[src/rtl/noc_packetizer.sv]
// noc_packetizer
// Network-interface transmit stage feeding a mesh router local input channel.
// Converts an AXI-Stream burst from the core (destination in s_tdest) into NoC
// packets: one header flit carrying target/source coordinates, followed by up
// to MAX_PAYLOAD payload flits. The last flit of every packet has m_tlast set.
// Bursts longer than MAX_PAYLOAD are split into continuation packets, whose
// header has the cont bit set. Bursts addressed outside the mesh are accepted,
// discarded, and reported with a one-cycle drop_pulse.
//
// Header flit layout (LSB first):
//   [X_W-1:0] target x, next Y_W target y, next X_W ROUTER_X,
//   next Y_W ROUTER_Y, next bit cont, all remaining bits zero.
//
// Ports:
//   clk, rst_n        clock, asynchronous active-low reset
//   s_tdata/s_tdest/s_tlast/s_tvalid/s_tready   core-side AXI-Stream slave
//   m_tdata/m_tdest/m_tlast/m_tvalid/m_tready   router-side flit stream (registered)
//   drop_pulse        one-cycle pulse when a dropped burst completes
//
// Optional build macro NOC_PKT_STATS_EN adds pkt_count, flit_count and
// drop_count statistics outputs.
module noc_packetizer #(
    parameter int DATA_WIDTH              = 32,
    parameter int MAX_ROUTERS_X           = 4,
    parameter int MAX_ROUTERS_Y           = 4,
    parameter int ROUTER_X                = 0,
    parameter int ROUTER_Y                = 0,
    parameter int MAXIMUM_PACKAGES_NUMBER = 5,
    parameter int MAX_PAYLOAD             = MAXIMUM_PACKAGES_NUMBER - 1,
    localparam int X_W = $clog2(MAX_ROUTERS_X),
    localparam int Y_W = $clog2(MAX_ROUTERS_Y)
) (
    input  logic                  clk,
    input  logic                  rst_n,
    input  logic [DATA_WIDTH-1:0] s_tdata,
    input  logic [X_W+Y_W-1:0]    s_tdest,
    input  logic                  s_tlast,
    input  logic                  s_tvalid,
    output logic                  s_tready,
    output logic [DATA_WIDTH-1:0] m_tdata,
    output logic [X_W+Y_W-1:0]    m_tdest,
    output logic                  m_tlast,
    output logic                  m_tvalid,
    input  logic                  m_tready,
    output logic                  drop_pulse
`ifdef NOC_PKT_STATS_EN
    ,
    output logic [31:0]           pkt_count,
    output logic [31:0]           flit_count,
    output logic [15:0]           drop_count
`endif
);

    localparam int CW = (MAX_PAYLOAD < 2) ? 1 : $clog2(MAX_PAYLOAD + 1);
    localparam logic [CW-1:0]  LAST_CNT = CW'(MAX_PAYLOAD - 1);
    localparam logic [X_W:0]   LIM_X    = (X_W + 1)'(MAX_ROUTERS_X);
    localparam logic [Y_W:0]   LIM_Y    = (Y_W + 1)'(MAX_ROUTERS_Y);
    localparam logic [X_W-1:0] SRC_X    = X_W'(ROUTER_X);
    localparam logic [Y_W-1:0] SRC_Y    = Y_W'(ROUTER_Y);

    localparam logic [1:0] ST_IDLE = 2'd0;
    localparam logic [1:0] ST_HDR  = 2'd1;
    localparam logic [1:0] ST_PAY  = 2'd2;
    localparam logic [1:0] ST_DROP = 2'd3;

    logic [1:0]            state;
    logic [X_W+Y_W-1:0]    dest_r;
    logic                  cont;
    logic [CW-1:0]         flit_cnt;
    logic                  can_load;
    logic                  s_hs;
    logic                  seg_end;
    logic                  dest_ok;
    logic [DATA_WIDTH-1:0] hdr_flit;

    // Output register is free when empty or being drained this cycle.
    assign can_load = !m_tvalid || m_tready;
    assign s_hs     = s_tvalid && s_tready;
    assign seg_end  = (flit_cnt == LAST_CNT);
    assign dest_ok  = ({1'b0, s_tdest[X_W-1:0]} < LIM_X) &&
                      ({1'b0, s_tdest[X_W+Y_W-1:X_W]} < LIM_Y);

    always_comb begin
        s_tready = 1'b0;
        case (state)
            ST_PAY:  s_tready = can_load;
            ST_DROP: s_tready = 1'b1;
            default: s_tready = 1'b0;
        endcase
    end

    always_comb begin
        hdr_flit = '0;
        hdr_flit[X_W+Y_W-1:0]       = dest_r;
        hdr_flit[X_W+Y_W +: X_W]    = SRC_X;
        hdr_flit[2*X_W+Y_W +: Y_W]  = SRC_Y;
        hdr_flit[2*(X_W+Y_W)]       = cont;
    end

    always_ff @(posedge clk or negedge rst_n) begin
        if (!rst_n) begin
            state      <= ST_IDLE;
            dest_r     <= '0;
            cont       <= 1'b0;
            flit_cnt   <= '0;
            m_tvalid   <= 1'b0;
            m_tdata    <= '0;
            m_tdest    <= '0;
            m_tlast    <= 1'b0;
            drop_pulse <= 1'b0;
        end else begin
            drop_pulse <= 1'b0;
            // A consumed flit empties the register unless reloaded below.
            if (m_tready)
                m_tvalid <= 1'b0;

            case (state)
                ST_IDLE: begin
                    if (s_tvalid) begin
                        if (dest_ok) begin
                            dest_r <= s_tdest;
                            cont   <= 1'b0;
                            state  <= ST_HDR;
                        end else begin
                            state  <= ST_DROP;
                        end
                    end
                end
                ST_HDR: begin
                    if (can_load) begin
                        m_tvalid <= 1'b1;
                        m_tdata  <= hdr_flit;
                        m_tdest  <= dest_r;
                        m_tlast  <= 1'b0;
                        flit_cnt <= '0;
                        state    <= ST_PAY;
                    end
                end
                ST_PAY: begin
                    if (s_hs) begin
                        m_tvalid <= 1'b1;
                        m_tdata  <= s_tdata;
                        m_tlast  <= s_tlast || seg_end;
                        flit_cnt <= flit_cnt + CW'(1);
                        if (s_tlast) begin
                            state <= ST_IDLE;
                        end else if (seg_end) begin
                            cont  <= 1'b1;
                            state <= ST_HDR;
                        end
                    end
                end
                ST_DROP: begin
                    if (s_tvalid && s_tlast) begin
                        drop_pulse <= 1'b1;
                        state      <= ST_IDLE;
                    end
                end
                default: state <= ST_IDLE;
            endcase
        end
    end

`ifdef NOC_PKT_STATS_EN
    // Tracks whether the flit currently held in the output register is a header.
    logic out_hdr;

    always_ff @(posedge clk or negedge rst_n) begin
        if (!rst_n) begin
            out_hdr    <= 1'b0;
            pkt_count  <= '0;
            flit_count <= '0;
            drop_count <= '0;
        end else begin
            if (state == ST_HDR && can_load)
                out_hdr <= 1'b1;
            else if (state == ST_PAY && s_hs)
                out_hdr <= 1'b0;
            if (m_tvalid && m_tready) begin
                flit_count <= flit_count + 32'd1;
                if (out_hdr)
                    pkt_count <= pkt_count + 32'd1;
            end
            if (drop_pulse)
                drop_count <= drop_count + 16'd1;
        end
    end
`endif

endmodule

[config.mk]
export PLATFORM = sky130hd
export DESIGN_NAME = noc_packetizer
export DESIGN_NICKNAME = d
export VERILOG_FILES = /design/src/rtl/noc_packetizer.sv
export SDC_FILE = /design/constraint.sdc
export NUM_CORES = 1
export LEC_CHECK = 0
export CORE_MARGIN = 1
export CORE_UTILIZATION = 45
export DETAILED_ROUTE_END_ITERATION = 12
export MAX_ROUTING_LAYER = met4
export PLACE_DENSITY = 0.79
export SLEW_MARGIN = 20
export SYNTH_ARGS = -nofsm -noshare
export SYNTH_HDL_FRONTEND = slang
export SYNTH_SLANG_ARGS = --single-unit
[constraint.sdc]
create_clock -name clk -period 2.65 [get_ports clk]
set_input_delay 0.795 -clock clk [delete_from_list [all_inputs] [get_ports clk]]
set_output_delay 0.795 -clock clk [all_outputs]
set_load 0.05 [all_outputs]
==> key figures, run 1 <==
Final layout
  • Share of cells above drive strength 1: 16.7%
  • Antenna fix cells: 0
  • Final std cell area, no fill: 3400 sq um
  • Finished Core Util: 66.9%
  • Final non-filler cell total: 370
  • Area grow syn2layout: 43.4%
  • Fin nets: 349

Route
  • DRT antenna net count: 0
  • Via Count: 1951
  • Wire per inst: 14.8 um
  • Detailed router's first-iteration violation count: 158
  • TritonRoute pass-1 iters: 5
  • Via/cell ratio: 5.27
  • DRC Markers: 0
  • Final WL: 5470 um

Critical path
  • Crit. End Element: output port
  • Kind of critical path: flip-flop to output port
  • WP data arrival: 1.74 ns
  • Max Fanout on Critical Path: 6
  • Reg2reg path depth: 6
  • CP Launch Point: state[0]$_DFFE_PN0P_
  • CP Launch Type: flip-flop
  • Worst R2R Start: state[0]$_DFFE_PN0P_
  • Critical Path RT: 1.86 ns

Clock network
  • H-tree depth: 2
  • Clock Latency Late Sink: 0.31 ns
  • CTS Buffer Depth: 2
  • CTS root buffer: clkbuf_8
  • Reg clk slew, reported paths: 0.10 ns
  • CTS tree: done
  • Number of buffers created by CTS: 5
  • Clock Sinks: 49
  • Number of hold buffers added after CTS: 0

STA
  • RSZ-0062 raised after global routing: no
  • Final Critical Period: 2.53 ns
  • Final setup TNS: 0 ns
  • Final Hold Fails: 0
  • Fin crit share: 95.5%
  • Worst slew margin: 32.2%
  • Peak Freq: 0.395 GHz
  • Final Max Slew Viols: 0
  • Slew @ Worst Pin: 1.01 ns
  • Worst Skew: 0.0105 ns
  • Final Setup Violations: 0

Yosys
  • Ys async rst share: 100%
  • Yosys top cell by area: dfrtp_1
  • Post-Syn Area: 2370 sq um
  • Cells after Synth: 211
  • Synth unique cells: 31
  • Seq/Total Area, Yosys: 51.8%
  • Synth top area share: 51.8%
  • Net Count, Synth: 261
  • Main synth FF type: dfrtp_1
  • Synthesized area per cell: 11.2 sq um
  • Post-synth EDFFs: 0
  • Yosys reg bits: 49
  • Syn. warnings: 0
  • Synth cell count leaders: 49 x dfrtp_1, 33 x nand2_1, 27 x a22oi_1, 20 x o21ai_1, 14 x mux2_2
  • Area contributors post-synth: dfrtp_1 52%, a22oi_1 8.6%, mux2_2 6.7%
  • Most frequent cell after synthesis: dfrtp_1

Floorplanning
  • Die Span X: 74.5 um
  • DIE HEIGHT: 74.5 um
  • Die area: 5550 sq um
  • I/O pin cnt: 81
  • Core area: 5070 sq um
  • Initial core utilization: 46.6%
  • Row count: 26

Global route
  • Largest net degree at the start of global routing: 30
  • First-pass GRT wire length: 8660 um
  • GR Util All Layers: 21.4%
  • Total grt overflow: 0
  • Initial antenna violation count: 0
  • Vias in the first global route: 1807

Pwr
  • Gate power share: 58.5%
  • Sequential Power Share: 29.4%
  • Clk pwr share: 12.1%
  • Leak: 0.00142 uW
  • Net Sw Frac: 46.4%
  • Max IR drop VDD: 0.000806 V
  • Switch Pwr: 1790 uW
  • Power density over the cells: 1140 nW/um^2
  • Cell Int Power: 2070 uW
  • Total power: 3860 uW

Placed design
  • DP HPWL: 3850 um
  • PortBufs: 80
  • GPL Wtd Cong: 0.828
  • Placed cell area: 3290 sq um
  • Placed cells: 361

Outcome
  • Status: finished, final reports clean

Hold path
  • Worst hold path type: input pin to async pin

Run
  • Max cap viols: 0
## placed cells by master, fill, tap and decap left out, types with 5 or more instances in the layout
cell type	instances
mux2_2	14
dfrtp_1	49
inv_1	6
a22oi_1	27
o21ai_1	20
clkdlybuf4s50_1	77
mux2_4	6
nand2_1	33
o21ai_0	12
ha_1	9
buf_4	12
clkbuf_8	5
## cell families after synthesis
kind of cell / Yosys count / share of synthesized area, %
and+or+nand+nor: 43 / 8.99
buffers and inverters: 17 / 3.33
AOI/OAI and AO/OA: 70 / 19.3
DFF: 49 / 51.8
adders and majority gates: 9 / 4.76
muxes: 23 / 11.8
## path summary, 6_finish.rpt
check / endpoint / slack, ns
setup reg to reg: m_tdata[23]$_DFFE_PN0P_ / 0.28
max in group asynchronous: m_tlast$_DFFE_PN0P_ / 1.53
hold / removal: m_tdata[10]$_DFFE_PN0P_ / 0.50
min in group clk: m_tdata[11]$_DFFE_PN0P_ / 0.52
hold reg to reg: m_tdata[11]$_DFFE_PN0P_ / 0.52
setup / recovery: s_tready / 0.12
## sequential cells by signal, indices dropped and copies added (netlist names)
signal	count
m_tdata	32
dest_r	4
m_tvalid	1
cont	1
m_tlast	1
flit_cnt	3
m_tdest	4
state	2
drop_pulse	1
## power by group through the flow
| stage | Clock (uW) | Sequential (uW) | Combinational (uW) |
|---|---|---|---|
| 6_report | 467 | 1130 | 2260 |
| 5_1_grt | 505 | 1170 | 2420 |
| 4_1_cts | 480 | 1140 | 2270 |
| 3_5_place_dp | 0 | 1150 | 2260 |
| 3_3_place_gp | 0 | 1140 | 2230 |
| 2_1_floorplan | 0 | 1670 | 1040 |
## worst max-delay path: stages (launching register included)
cell and delay (ns):
dfrtp_1 0.43, inv_1 0.16, ha_1 0.31, and2_4 0.21, a21o_1 0.17, buf_12 0.15
## cell type report
| class | count | area [sq um] |
|---|---|---|
| timing repair buffer | 92 | 895 |
| inverter | 6 | 22.5 |
| sequential | 49 | 1230 |
| tap | 70 | 87.6 |
| fill | 419 | 1680 |
| multi-input combinational | 145 | 1070 |
| clock inverter | 3 | 26.3 |
| clock buffer | 5 | 68.8 |
## repair_timing
action | CTS | global route
resized for setup | 1 | 0
buffers inserted | 1 | 0
endpoints found under the setup margin | 1 | 0
## per-layer routing
metal / up-vias / GRT usage [%] / part of all wire (%)
li1: 934 / - / -
met3: 6 / 4.47 / 5.1
met5: - / - / 0
met2: 70 / 33.6 / 48
met4: 0 / 6.29 / 1.2
met1: 941 / 27.8 / 46
## through the flow
stage | setup WS [ns] | hold slack (ns)
2_1_floorplan | 0.392 | 0.477
3_3_place_gp | -0.212 | 0.485
3_5_place_dp | -0.305 | 0.493
4_1_cts | 0.138 | 0.512
5_1_grt | 0.0141 | 0.540
6_report | 0.119 | 0.502
Power figures use the tool's default switching activity.
==> inputs of run 2 (changes only) <==
--- a/config.mk
+++ b/config.mk
@@ -5,7 +5,7 @@
 export SDC_FILE = /design/constraint.sdc
 export NUM_CORES = 1
 export LEC_CHECK = 0
-export CORE_MARGIN = 1
+export CORE_MARGIN = 3
 export CORE_UTILIZATION = 45
 export DETAILED_ROUTE_END_ITERATION = 12
 export MAX_ROUTING_LAYER = met4
==> key figures, run 2 (synthesis gave the netlist of run 1 again) <==
Outcome
  • Status: finished, final reports clean

Route
  • Detailed router's first-iteration violation count: 73 (-54%)
  • DRT antenna net count: 0 (unchanged)
  • TritonRoute pass-1 iters: 4 (-1)
  • Wire per inst: 15.7 um (+6.1%)
  • Via Count: 1953 (+0.10%)
  • DRC Markers: 0 (unchanged)
  • Final WL: 5820 um (+6.4%)
  • Via/cell ratio: 5.26 (-0.17%)

Final layout
  • Fin nets: 353 (+1.1%)
  • Antenna fix cells: 0 (unchanged)
  • Top flop regs: m_tdata (32), dest_r (4), m_tdest (4)
  • Share of cells above drive strength 1: 17.4% (+0.77 points)
  • Most frequent cells in the layout: 77 x clkdlybuf4s50_1, 49 x dfrtp_1, 33 x nand2_1
  • Finished Core Util: 69.7% (+2.8 points)
  • Most common cell after layout, fill and taps aside: clkdlybuf4s50_1
  • Final std cell area, no fill: 3420 sq um (+0.85%)
  • Area grow syn2layout: 44.7%
  • Flip-flop count of the largest register after layout: 32 (unchanged)
  • Filler instances: 397 (-5.3%)
  • Largest Register: m_tdata

Pwr
  • Max IR drop VDD: 0.000834 V (+3.5%)
  • Leak: 0.00145 uW (+2.1%)
  • Power density over the cells: 1140 nW/um^2 (about the same)
  • Total power: 3900 uW (+0.82%)

Run
  • Max cap viols: 0 (unchanged)

STA
  • Final Setup Violations: 0 (unchanged)
  • Worst slew margin: 43.6% (+11 points)
  • Final Max Slew Viols: 0 (unchanged)
  • Slew @ Worst Pin: 0.842 ns (-0.172 ns)
  • RSZ-0062 raised after global routing: no
  • Final Critical Period: 2.35 ns (-0.177 ns)
  • Final Hold Fails: 0 (unchanged)
  • Peak Freq: 0.425 GHz (+7.5%)
  • Final setup TNS: 0 ns (unchanged)
  • Fin crit share: 88.8% (-6.7 points)
  • Setup ws final: 0.296 ns (+0.177 ns)
  • Worst Skew: 0.00586 ns (-0.00465 ns)

Critical path
  • Kind of critical path: input pin to output port
  • Worst R2R Start: state[0]$_DFFE_PN0P_
  • R2r setup slk: 0.50 ns (+0.22 ns)
  • Worst Path Buf+Inv: 2 (unchanged)
  • Crit path max-delay family: simple AND/OR/NAND/NOR gates
  • Crit path max-delay cell type: a21o_1
  • Cell Chain, Critical Path: dlymetal6s2s_1 > nand2b_4 > and2_4 > a21o_1 > buf_12
  • Critical Path RT: 1.86 ns (about the same)
  • Reg2reg path depth: 9 (+3)
  • Crit. End Element: output port
  • Capturing point of the worst reg2reg path: m_tdata[1]$_DFFE_PN0P_
  • WP data arrival: 1.56 ns (-0.18 ns)
  • Max incr delay on CP: 0.18 ns (-0.25 ns)
  • CP Launch Type: input pin
  • Max Fanout on Critical Path: 3 (-3)

Global route
  • Vias in the first global route: 1916 (+6.0%)
  • First-pass GRT wire length: 9460 um (+9.2%)
  • Total grt overflow: 0 (unchanged)
  • GR Util All Layers: 19.7% (-1.6 points)
  • Initial antenna violation count: 0 (unchanged)
  • Largest net degree at the start of global routing: 28 (-6.7%)

Floorplanning
  • Row count: 25 (-3.8%)
  • Die area: 6170 sq um (+11%)
  • Die Span X: 78.5 um (+5.4%)
  • Core area: 4910 sq um (-3.2%)
  • Initial core utilization: 48.2% (+1.6 points)
  • DIE HEIGHT: 78.5 um (+5.4%)
  • I/O pin cnt: 81 (unchanged)

Placed design
  • PortBufs: 80 (unchanged)
  • Placed cell area: 3310 sq um (+0.72%)
  • Pre-CTS setup slack: -0.190 ns (+0.115 ns)
  • DP HPWL: 4200 um (+9.1%)
  • GPL Wtd Cong: 0.768 (-7.3%)

Hold path
  • Worst hold path type: input pin to async pin

Clock network
  • CTS Buffer Depth: 2 (unchanged)
  • Reg clk slew, reported paths: 0.08 ns (-0.02 ns)
  • H-tree depth: 2 (unchanged)
  • CTS tree: done
  • Number of hold buffers added after CTS: 0 (unchanged)
  • CTS root buffer: clkbuf_8
  • Clock Sinks: 49 (unchanged)
  • Number of buffers created by CTS: 5 (unchanged)
  • Clock Latency Late Sink: 0.29 ns (-0.02 ns)
## run 2: through the flow
step,hold WS (ns),instances
after CTS,0.506,370
after floorplan,0.477,211
after detailed placement,0.491,360
final,0.494,371
after global routing,0.514,371
after global placement,0.488,360
## run 2: area by class of cell
cell class | instances | area (sq um) | area share, %
inverter | 6 | 22.5 | 0.658
sequential | 49 | 1230 | 35.8
tap | 67 | 83.8 | 2.45
timing repair buffer | 95 | 933 | 27.3
clock inverter | 2 | 13.8 | 0.402
multi-input combinational | 146 | 1070 | 31.3
clock buffer | 6 | 72.6 | 2.12
## run 2: worst max path at each step
stage	cells past startpoint	slack, ns	to	start
floorplan	3	0.39	s_tready	m_tready
CTS	5	0.01	s_tready	m_tready
detailed placement	6	-0.19	m_tdata[10]$_DFFE_PN0P_	m_tready
global route	5	0.23	s_tready	state[0]$_DFFE_PN0P_
global placement	6	-0.1	m_tdata[6]$_DFFE_PN0P_	m_tready
finish	5	0.30	s_tready	m_tready
## run 2: routing by layer
metal  GRT usage [%]  part of all wire [%]  wire [um]  up-vias
li1                -                     -          -      944
met1            25.9                    43       2480      940
met2            32.0                    51       2990       67
met3            4.36                   5.5        317        2
met4            3.15                  0.43         25        0
met5               -                     0          0        -
## run 2: report_power, final
part | switching [uW] | internal, uW | total [uW] | leakage [uW]
Sequential | 164 | 974 | 1140 | 0.000648
Clock | 234 | 188 | 422 | 0.0000456
Combinational | 1400 | 939 | 2340 | 0.000756
## run 2: repair_timing
item                       in CTS  in global routing
pin swaps                       1                  1
setup endpoints to repair       1                 23
resized for setup               0                  1
gates cloned                    0                  1
buffers inserted                2                  0
## run 2: worst reg2reg max path: cells and delay by family, from the launching register on
family | cells | cell delay, ns
multiplexers | 1 | 0.34
AO/OA/AOI/OAI | 1 | 0.05
AND/OR/NAND/NOR | 2 | 0.46
flip-flops | 1 | 0.42
buffers and inverters | 4 | 0.53
adder cells (fa/ha/maj) | 1 | 0.24
==> inputs of run 3 (changes only) <==
--- a/config.mk
+++ b/config.mk
@@ -5,6 +5,7 @@
 export SDC_FILE = /design/constraint.sdc
 export NUM_CORES = 1
 export LEC_CHECK = 0
+export ABC_CLOCK_PERIOD_IN_PS = 2650
 export CORE_MARGIN = 3
 export CORE_UTILIZATION = 45
 export DETAILED_ROUTE_END_ITERATION = 12
==> results of run 3 <==
The final DEF is identical to that of run 2; final timing and power are the same.
